## config.mk

```make
export PLATFORM = sky130hd
export DESIGN_NAME = vin_line_writer
export DESIGN_NICKNAME = d
export VERILOG_FILES = /design/src/rtl/vin_line_writer.sv
export SDC_FILE = /design/constraint.sdc
export NUM_CORES = 1
export LEC_CHECK = 0
export CORE_MARGIN = 3
export CORE_UTILIZATION = 30
export DETAILED_ROUTE_END_ITERATION = 16
export PLACE_DENSITY_LB_ADDON = 0.12
export SLEW_MARGIN = 20
export SYNTH_ARGS = -nofsm -noshare
export SYNTH_HDL_FRONTEND = slang
export SYNTH_SLANG_ARGS = --single-unit
```

## constraint.sdc

```tcl
create_clock -name vin_clk -period 3.31 [get_ports vin_clk]
set_input_delay 0.662 -clock vin_clk [delete_from_list [all_inputs] [get_ports vin_clk]]
set_output_delay 0.662 -clock vin_clk [all_outputs]
set_load 0.01 [all_outputs]
```

## src/rtl/vin_line_writer.sv

```systemverilog
// Input-side line writer: writes the incoming pixel stream into a ring of
// line buffers and publishes {completed_lines, x} for the output side.
module vin_line_writer #(
    parameter int DATA_W  = 24,
    parameter int LINES   = 4,
    parameter int LINE_AW = 2
) (
    input  logic              vin_clk,
    input  logic              rst,
    input  logic              frame_sync_n,
    input  logic [15:0]       vin_xres,
    input  logic [15:0]       vin_yres,
    input  logic              vin_de,
    input  logic [DATA_W-1:0] vin_data,
    input  logic [15:0]       rd_line_y,
    output logic [31:0]       vin_addr,
    output logic              wr_en,
    output logic [LINE_AW-1:0] wr_line,
    output logic [15:0]       wr_addr,
    output logic [DATA_W-1:0] wr_data,
    output logic              frame_done,
    output logic              err_short,
    output logic              err_long,
    output logic              err_ovr
);

    typedef enum logic [1:0] {IDLE, ACTIVE, DONE} state_t;

    state_t      state;
    logic [15:0] xres_l;
    logic [15:0] yres_l;
    logic [15:0] x;
    logic [15:0] y;
    logic [15:0] lines;
    logic        de_d;
    logic        burst_full;

    logic        accept;
    logic        last_px;
    logic        fall;
    logic        line_end;
    logic [15:0] y_next;
    logic [15:0] lag;
    logic        ovr_hit;

    assign vin_addr = {lines, x};

    always_comb begin
        accept   = (state == ACTIVE) && vin_de && (x < xres_l);
        last_px  = accept && (x == xres_l - 16'd1);
        fall     = (state == ACTIVE) && !vin_de && de_d
                   && (x != 16'd0) && (x < xres_l);
        line_end = last_px || fall;
        y_next   = y + 16'd1;
        lag      = y - rd_line_y;
        // A consumer ahead of the writer (rd_line_y > y) is never an overrun.
        ovr_hit  = accept && (x == 16'd0) && (rd_line_y <= y)
                   && (lag >= 16'(LINES));
    end

    always_ff @(posedge vin_clk) begin
        if (rst || !frame_sync_n) begin
            state      <= IDLE;
            xres_l     <= '0;
            yres_l     <= '0;
            x          <= '0;
            y          <= '0;
            lines      <= '0;
            de_d       <= 1'b0;
            burst_full <= 1'b0;
            wr_en      <= 1'b0;
            wr_line    <= '0;
            wr_addr    <= '0;
            wr_data    <= '0;
            frame_done <= 1'b0;
            err_short  <= 1'b0;
            err_long   <= 1'b0;
            err_ovr    <= 1'b0;
        end else begin
            wr_en <= 1'b0;
            case (state)
                IDLE: begin
                    xres_l <= vin_xres;
                    yres_l <= vin_yres;
                    x      <= '0;
                    y      <= '0;
                    if (vin_xres == 16'd0 || vin_yres == 16'd0)
                        state <= DONE;
                    else
                        state <= ACTIVE;
                end
                ACTIVE: begin
                    de_d  <= vin_de;
                    // Count trails y by a cycle so the last write is in RAM first.
                    lines <= y;
                    if (accept) begin
                        wr_en   <= 1'b1;
                        wr_addr <= x;
                        wr_line <= y[LINE_AW-1:0];
                        wr_data <= vin_data;
                        x       <= x + 16'd1;
                        if (x == 16'd0 && burst_full)
                            err_long <= 1'b1;
                        if (ovr_hit)
                            err_ovr <= 1'b1;
                    end
                    if (!vin_de)
                        burst_full <= 1'b0;
                    else if (last_px)
                        burst_full <= 1'b1;
                    if (fall)
                        err_short <= 1'b1;
                    if (line_end) begin
                        x <= '0;
                        y <= y_next;
                        if (y_next == yres_l)
                            state <= DONE;
                    end
                end
                DONE: begin
                    lines      <= yres_l;
                    x          <= '0;
                    frame_done <= 1'b1;
                end
                default: state <= IDLE;
            endcase
        end
    end

endmodule

```

==> impl_metrics.toml <==
[die]
boundaryPins = 155
core-area_mm2 = 0.0245
num_rows = 57
die_h_um = 165
die_x_um = 165
dieArea_mm2 = 0.0272
initial_core_util = 0.308

[placement]
dp_hpwl_um = 17600
globalplace.congestion = 0.811
port-buffer-count = 154
dp_slack_ps = 88.1

[synthesis]
yosys.area.top_type_share = 0.347
synthCells = 905
synth_edf_count = 0
async_flop_share = 0
syn_area_per_cell_um2 = 8.36
synthesis.area_mm2 = 0.00756
synth.distinct_cells = 59
yosysTopAreaCell = "dfxtp_1"
synth_seq_cells = 131
ys_warn_count = 0
syn-num-nets = 1020
synth_flop_cell = "dfxtp_1"
ys_seq_area_frac = 0.347
synthTopCellsByArea = "dfxtp_1, mux2i_1, ha_1, nor2_1, xnor2_1"

[power]
p_per_area_mw_per_mm2 = 420
p_seq_frac = 0.380
power_leakage_uw = 0.00388
internal-power_uw = 3230
p_sw_frac = 0.257
vdd_drop_max_uv = 275
pwr-share-clk = 0.482
switchingPower_uw = 1120
p_comb_frac = 0.138

[sta]
fmax_mhz = 323
period_minus_slack_ps = 3090
worst_slack_ps = 215
skew_ps = 10.3
slew_headroom = 0.484
tightest_slew_ps = 774
hold_viol_final = 0
slew_viol_final = 0
setup_violations = 0
setup_tns_ps = 0
min_period_over_period = 0.935
rsz0062_at_grt = "false"

[cells_and_area]
seqCellArea_mm2 = 0.00262
n_fill_cell = 2492
layout_common_cells = "clkdlybuf4s50_1, dfxtp_1, nor2_1, mux2i_1, inv_1"
finalNetCount = 1180
area_delta_synth_final_pct = 36.7
final_common_cell = "clkdlybuf4s50_1"
multi_input_comb_area_mm2 = 0.00457
drive_above_1_share = 0.0929
fin_util = 0.421
antenna_cells = 0

[run_status]
outcome = "finished, final reports clean"

[critical_path]
endpoint_kind = "register"
worstPathMaxFanout = 9
arrival_ps = 3430
path_class = "register to register"
worstPathRequired_ps = 3640
startpoint_type = "register"

[clocking]
cts_tree = "built"
clock_sinks = 131
cts_buffer_depth = 2
clock_latency_ps = 420
post-cts-setup-buffer-count = 0
clkTransAtPathRegs_ps = 60
htreeDepth = 4
postCtsHoldBufs = 0
clock_tree.root_cell = "clkbuf_16"
cts_buffers = 17

[drt]
routed_wl_um = 24000
viasPerCell = 5.06
drt_iter0_drc = 327
postRouteAntennaNets = 0
drc = 0
avgRoutedWirePerCell_um = 17.2
vias = 7089
firstDrtPassIters = 6

[flow_run]
max_cap_viol_count = 0

[grt]
grt_pass1_wl_um = 38100
antenna_found_initial = 0
overflow = 0
grt_max_degree = 57
grt_pass1_vias = 6888
grtUsageTotal = 0.179

[worst_hold_path]
min_path_type = "register to register"
==> kinds of logic (layout without fill, tap and decap cells) <==
| group | Yosys count | count (layout) | synth area share |
|---|---|---|---|
| AND/OR/NAND/NOR | 340 | 340 | 0.225 |
| AO/OA/AOI/OAI | 149 | 149 | 0.133 |
| flip-flops | 131 | 131 | 0.347 |
| buffers and inverters | 108 | 280 | 0.0548 |
| multiplexers | 96 | 96 | 0.127 |
| XOR/XNOR | 42 | 42 | 0.0486 |
| adder cells (fa/ha/maj) | 39 | 39 | 0.0645 |
==> routing by layer <==
layer,part of all wire,wire (um),global-route usage,vias up
met5,0,0,0,-
met1,0.45,10900,0.233,3329
met2,0.48,11600,0.304,179
li1,-,-,-,3570
met4,0.0083,200,0.0366,0
met3,0.057,1360,0.0389,11
==> state kept, by name, indices dropped and copies added, names as in the netlist <==
register	flops
wr_data	24
lines	16
wr_addr	16
x	16
xres_l	16
y	16
yres_l	16
state	2
wr_line	2
burst_full	1
de_d	1
err_long	1
err_ovr	1
err_short	1
frame_done	1
wr_en	1
==> power groups by stage <==
stage / logic (uW) / clock network (uW) / registers [uW]
2_1_floorplan: 353 / 0 / 1680
3_3_place_gp: 600 / 0 / 1680
3_5_place_dp: 598 / 0 / 1680
4_1_cts: 602 / 2160 / 1650
5_1_grt: 662 / 2230 / 1650
6_report: 600 / 2090 / 1650
==> area by class of cell <==
cell class	count	share of cell area
Tap cell	324	0.0392
Multi-Input combinational cell	666	0.442
Clock inverter	11	0.0169
Sequential cell	131	0.254
Timing Repair Buffer	201	0.186
Inverter	48	0.0174
Clock buffer	20	0.0451
==> worst paths after layout <==
| kind | from | end | slack (ps) | depth (start not counted) |
|---|---|---|---|---|
| max | xres_l[6] | y[10] | 220 | 11 |
| min | err_short | err_short | 470 | 2 |
| max reg2reg | xres_l[6] | y[10] | 220 | 11 |
| min reg2reg | err_short | err_short | 470 | 2 |
==> worst max-delay path: stages, from the launching register on <==
cell      delay, ps
dfxtp_1         470
inv_1           140
ha_1            310
a211oi_1        310
nand2_1         100
o21a_1          240
nor2_4          150
nand3_1         190
o31a_1          400
buf_4           210
or3_1           340
a21oi_1         140
==> metrics by stage <==
| stage | instance area (um^2) | hold slack [ps] | total power, uW | instances |
|---|---|---|---|---|
| floorplan | 7560 | 454 | 2040 | 905 |
| global placement | 9680 | 453 | 2280 | 1370 |
| detailed placement | 9680 | 462 | 2280 | 1370 |
| CTS | 10300 | 476 | 4410 | 1401 |
| global route | 10300 | 498 | 4540 | 1401 |
| finish | 10300 | 467 | 4340 | 1401 |
==> cell usage after synthesis, types with 2 or more instances <==
master     count
a2111oi_0      5
a211oi_1      21
a21o_1         7
a21oi_1       35
a22o_1         2
a31o_2         3
a31oi_1       17
a41oi_1        2
and2_1         3
and3_1         7
and4_1         3
buf_1          8
clkbuf_1      50
dfxtp_1      131
ha_1          39
inv_1         48
mux2i_1       95
nand2_1       47
nand2b_1       7
nand3_1       39
nand3b_1       3
nand4_1       26
nand4b_1       2
nor2_1       118
nor2b_1        9
nor3_1        28
nor3b_1        4
nor4_1        18
nor4b_1        2
o2111ai_1      3
o211a_1        3
o211ai_1       8
o21a_1         3
o21ai_0       18
o22ai_1        4
o31a_1         4
o31ai_1        6
or2_2          6
or3_1         10
or4b_2         2
xnor2_1       25
xor2_1        17
==> what timing repair did <==
action	4_1_cts	5_1_grt
hold endpoints to repair	0	0
setup endpoints to repair	0	26
gates resized for setup	0	4
Note: power is estimated with default switching activity, not from simulation.
==> variant (config.mk and constraints unchanged) <==
The parameter `LINE_AW` goes from 2 to 3.
--- a/src/rtl/vin_line_writer.sv
+++ b/src/rtl/vin_line_writer.sv
@@ -3,7 +3,7 @@
 module vin_line_writer #(
     parameter int DATA_W  = 24,
     parameter int LINES   = 4,
-    parameter int LINE_AW = 2
+    parameter int LINE_AW = 3
 ) (
     input  logic              vin_clk,
     input  logic              rst,
Ports: changed (resized wr_line); port bits go from 155 to 156. The function was not compared with the original's and may differ.
==> variant against the unedited design <==
- clock power rose by 9%
- largest cell class unchanged
- synthesized area rose by 0.17%
- total power rose by 5.0%
- via count rose by 2.4%
- worst setup slack improved by 0.011 ns
- critical path depth did not move
- non-clock buffer count rose by 18
- critical endpoint is now y[3]$_SDFFE_PP0P_
- critical path type unchanged
- sequential cell count rose by 1
- sequential share of layout area fell by 0.44 points
- wire length rose by 0.42%
- design area rose by 2.6%
==> variant: results (changes against the unedited design) <==
| Metric | Value |
|---|---|
| Root Buffer Master | clkbuf_16 |
| DR WL/cell | 16.5 µm (-3.8%) |
| XOR/XNOR Fraction of Synth Area | 4.39% (-0.47 points) |
| Synth unique cells | 72 (+22%) |
| Post-CTS sizing | 0 (unchanged) |
| Post-synthesis adder-cell area fraction | 6.44% (-0.011 points) |
| Clock slew at the register clock pins of the worst setup and hold paths | 0.06 ns (about the same) |
| Initial antenna violation count | 2 (+2) |
| Global-route wire length before repair | 38200 µm (+0.22%) |
| Antenna fix cells | 0 (unchanged) |
| Compound-Gate Fraction of Synth Area | 17.6% (+4.3 points) |
| Nets | 1242 (+5.3%) |
| Clk_skew | 0.0112 ns (+0.000876 ns) |
| CTS Buf Count | 17 (unchanged) |
| Arrival @ worst endpoint | 3.39 ns (-0.04 ns) |
| Worst Setup SP | xres_l[1]$_SDFFE_PP0P_ |
| Mux contribution to synthesized area | 7.98% (-4.7 points) |
| Post-synthesis sequential area ratio | 34.9% (+0.21 points) |
| Router iterations before antenna repair | 4 (-2) |
| Run status | complete, no violations |
| Post-synth top cells | dfxtp_1, nand2_1, nor2_1, a21oi_1, inv_1 |
| RR Startpoint | xres_l[1]$_SDFFE_PP0P_ |
| CTS Buffer Depth | 2 (unchanged) |
| Peak VDD IR | 280 µV (+1.9%) |
| Worst-path maximum fanout | 10 (+1) |
| YS warnings | 0 (unchanged) |
| GRT Total Usage | 17.9% (about the same) |
| Postcts setup bufs | 0 (unchanged) |
| Via count | 7262 (+2.4%) |
| CTS H-tree lvls | 4 (unchanged) |
| Placer congestion estimate | 0.787 (-3.0%) |
| Net count after synthesis | 1055 (+3.4%) |
| Pin count of the biggest net entering global routing | 111 (+95%) |
| Vias in the first global route | 6831 (-0.83%) |
| Area leader, netlist | dfxtp_1 |
| Slew HR | 57.1% (+8.7 points) |
| Iteration-0 DRC Markers | 420 (+28%) |
| Hold Crit Start | wr_addr[7]$_SDFFE_PP0P_ |
| Largest cells by area after synthesis | dfxtp_1, mux2i_1, ha_1 |
| Port Buf Inserts | 155 (+0.65%) |
| Slew Limit Fails | 0 (unchanged) |
| Dpl hpwl | 17500 µm (-0.93%) |
| Worst-Skew Late Latency | 0.42 ns (about the same) |
| HP Class | flop to flop |
| Largest register FFs | 24 (unchanged) |
| Async set-reset flop share out of synthesis | 0% (unchanged) |
| Share of layout cells above drive strength 1 | 10.8% (+1.5 points) |
| P_leak | 4.20 nW (+8.3%) |
-- variant: path summary, 6_finish.rpt --
path	end	slack (ns)	cells past startpoint
setup reg to reg	y[3]$_SDFFE_PP0P_	0.23	11
hold / removal	wr_addr[7]$_SDFFE_PP0P_	0.45	2
hold reg to reg	wr_addr[7]$_SDFFE_PP0P_	0.45	2
setup / recovery	y[3]$_SDFFE_PP0P_	0.23	11
-- variant: power by group --
group	leakage [nW]	switching [mW]	internal [mW]
clock	0.335	0.750	1.53
sequential	1.07	0.0334	1.63
combinational	2.80	0.322	0.299
total	4.20	1.11	3.45
-- variant: per-layer routing --
| metal | up-vias | wire [µm] | track usage, % |
|---|---|---|---|
| met5 | - | 0 | 0 |
| met3 | 23 | 1670 | 4.67 |
| li1 | 3702 | - | - |
| met2 | 198 | 9940 | 26.2 |
| met4 | 0 | 327 | 4.38 |
| met1 | 3339 | 12200 | 26.0 |
-- variant: metrics by stage --
stage	cells	setup slack (ns)	instance area, µm²	hold WS (ns)
global route	1463	0.0163	10600	0.472
global placement	1432	-0.391	9880	0.441
CTS	1463	0.0788	10600	0.454
finish	1463	0.226	10600	0.451
floorplan	940	0.0629	7580	0.450
detailed placement	1432	-0.363	9880	0.446
-- variant: final cells by class --
type / count / area, µm²
Inverter: 58 / 218
Timing Repair Buffer: 219 / 2090
Fill cell: 2529 / 13900
Tap cell: 324 / 405
Sequential cell: 132 / 2640
Clock buffer: 19 / 453
Multi-Input combinational cell: 699 / 4540
Clock inverter: 12 / 251
-- variant: worst max-delay path, cell delays in order (launching register included) --
cell and delay (ns):
dfxtp_1 0.37, inv_1 0.10, ha_1 0.16, or4b_4 0.52, or4_1 0.52, o311a_1 0.16
a21oi_2 0.15, nand4b_2 0.17, a21oi_4 0.23, buf_12 0.15, or2b_2 0.14, a2bb2o_1 0.28
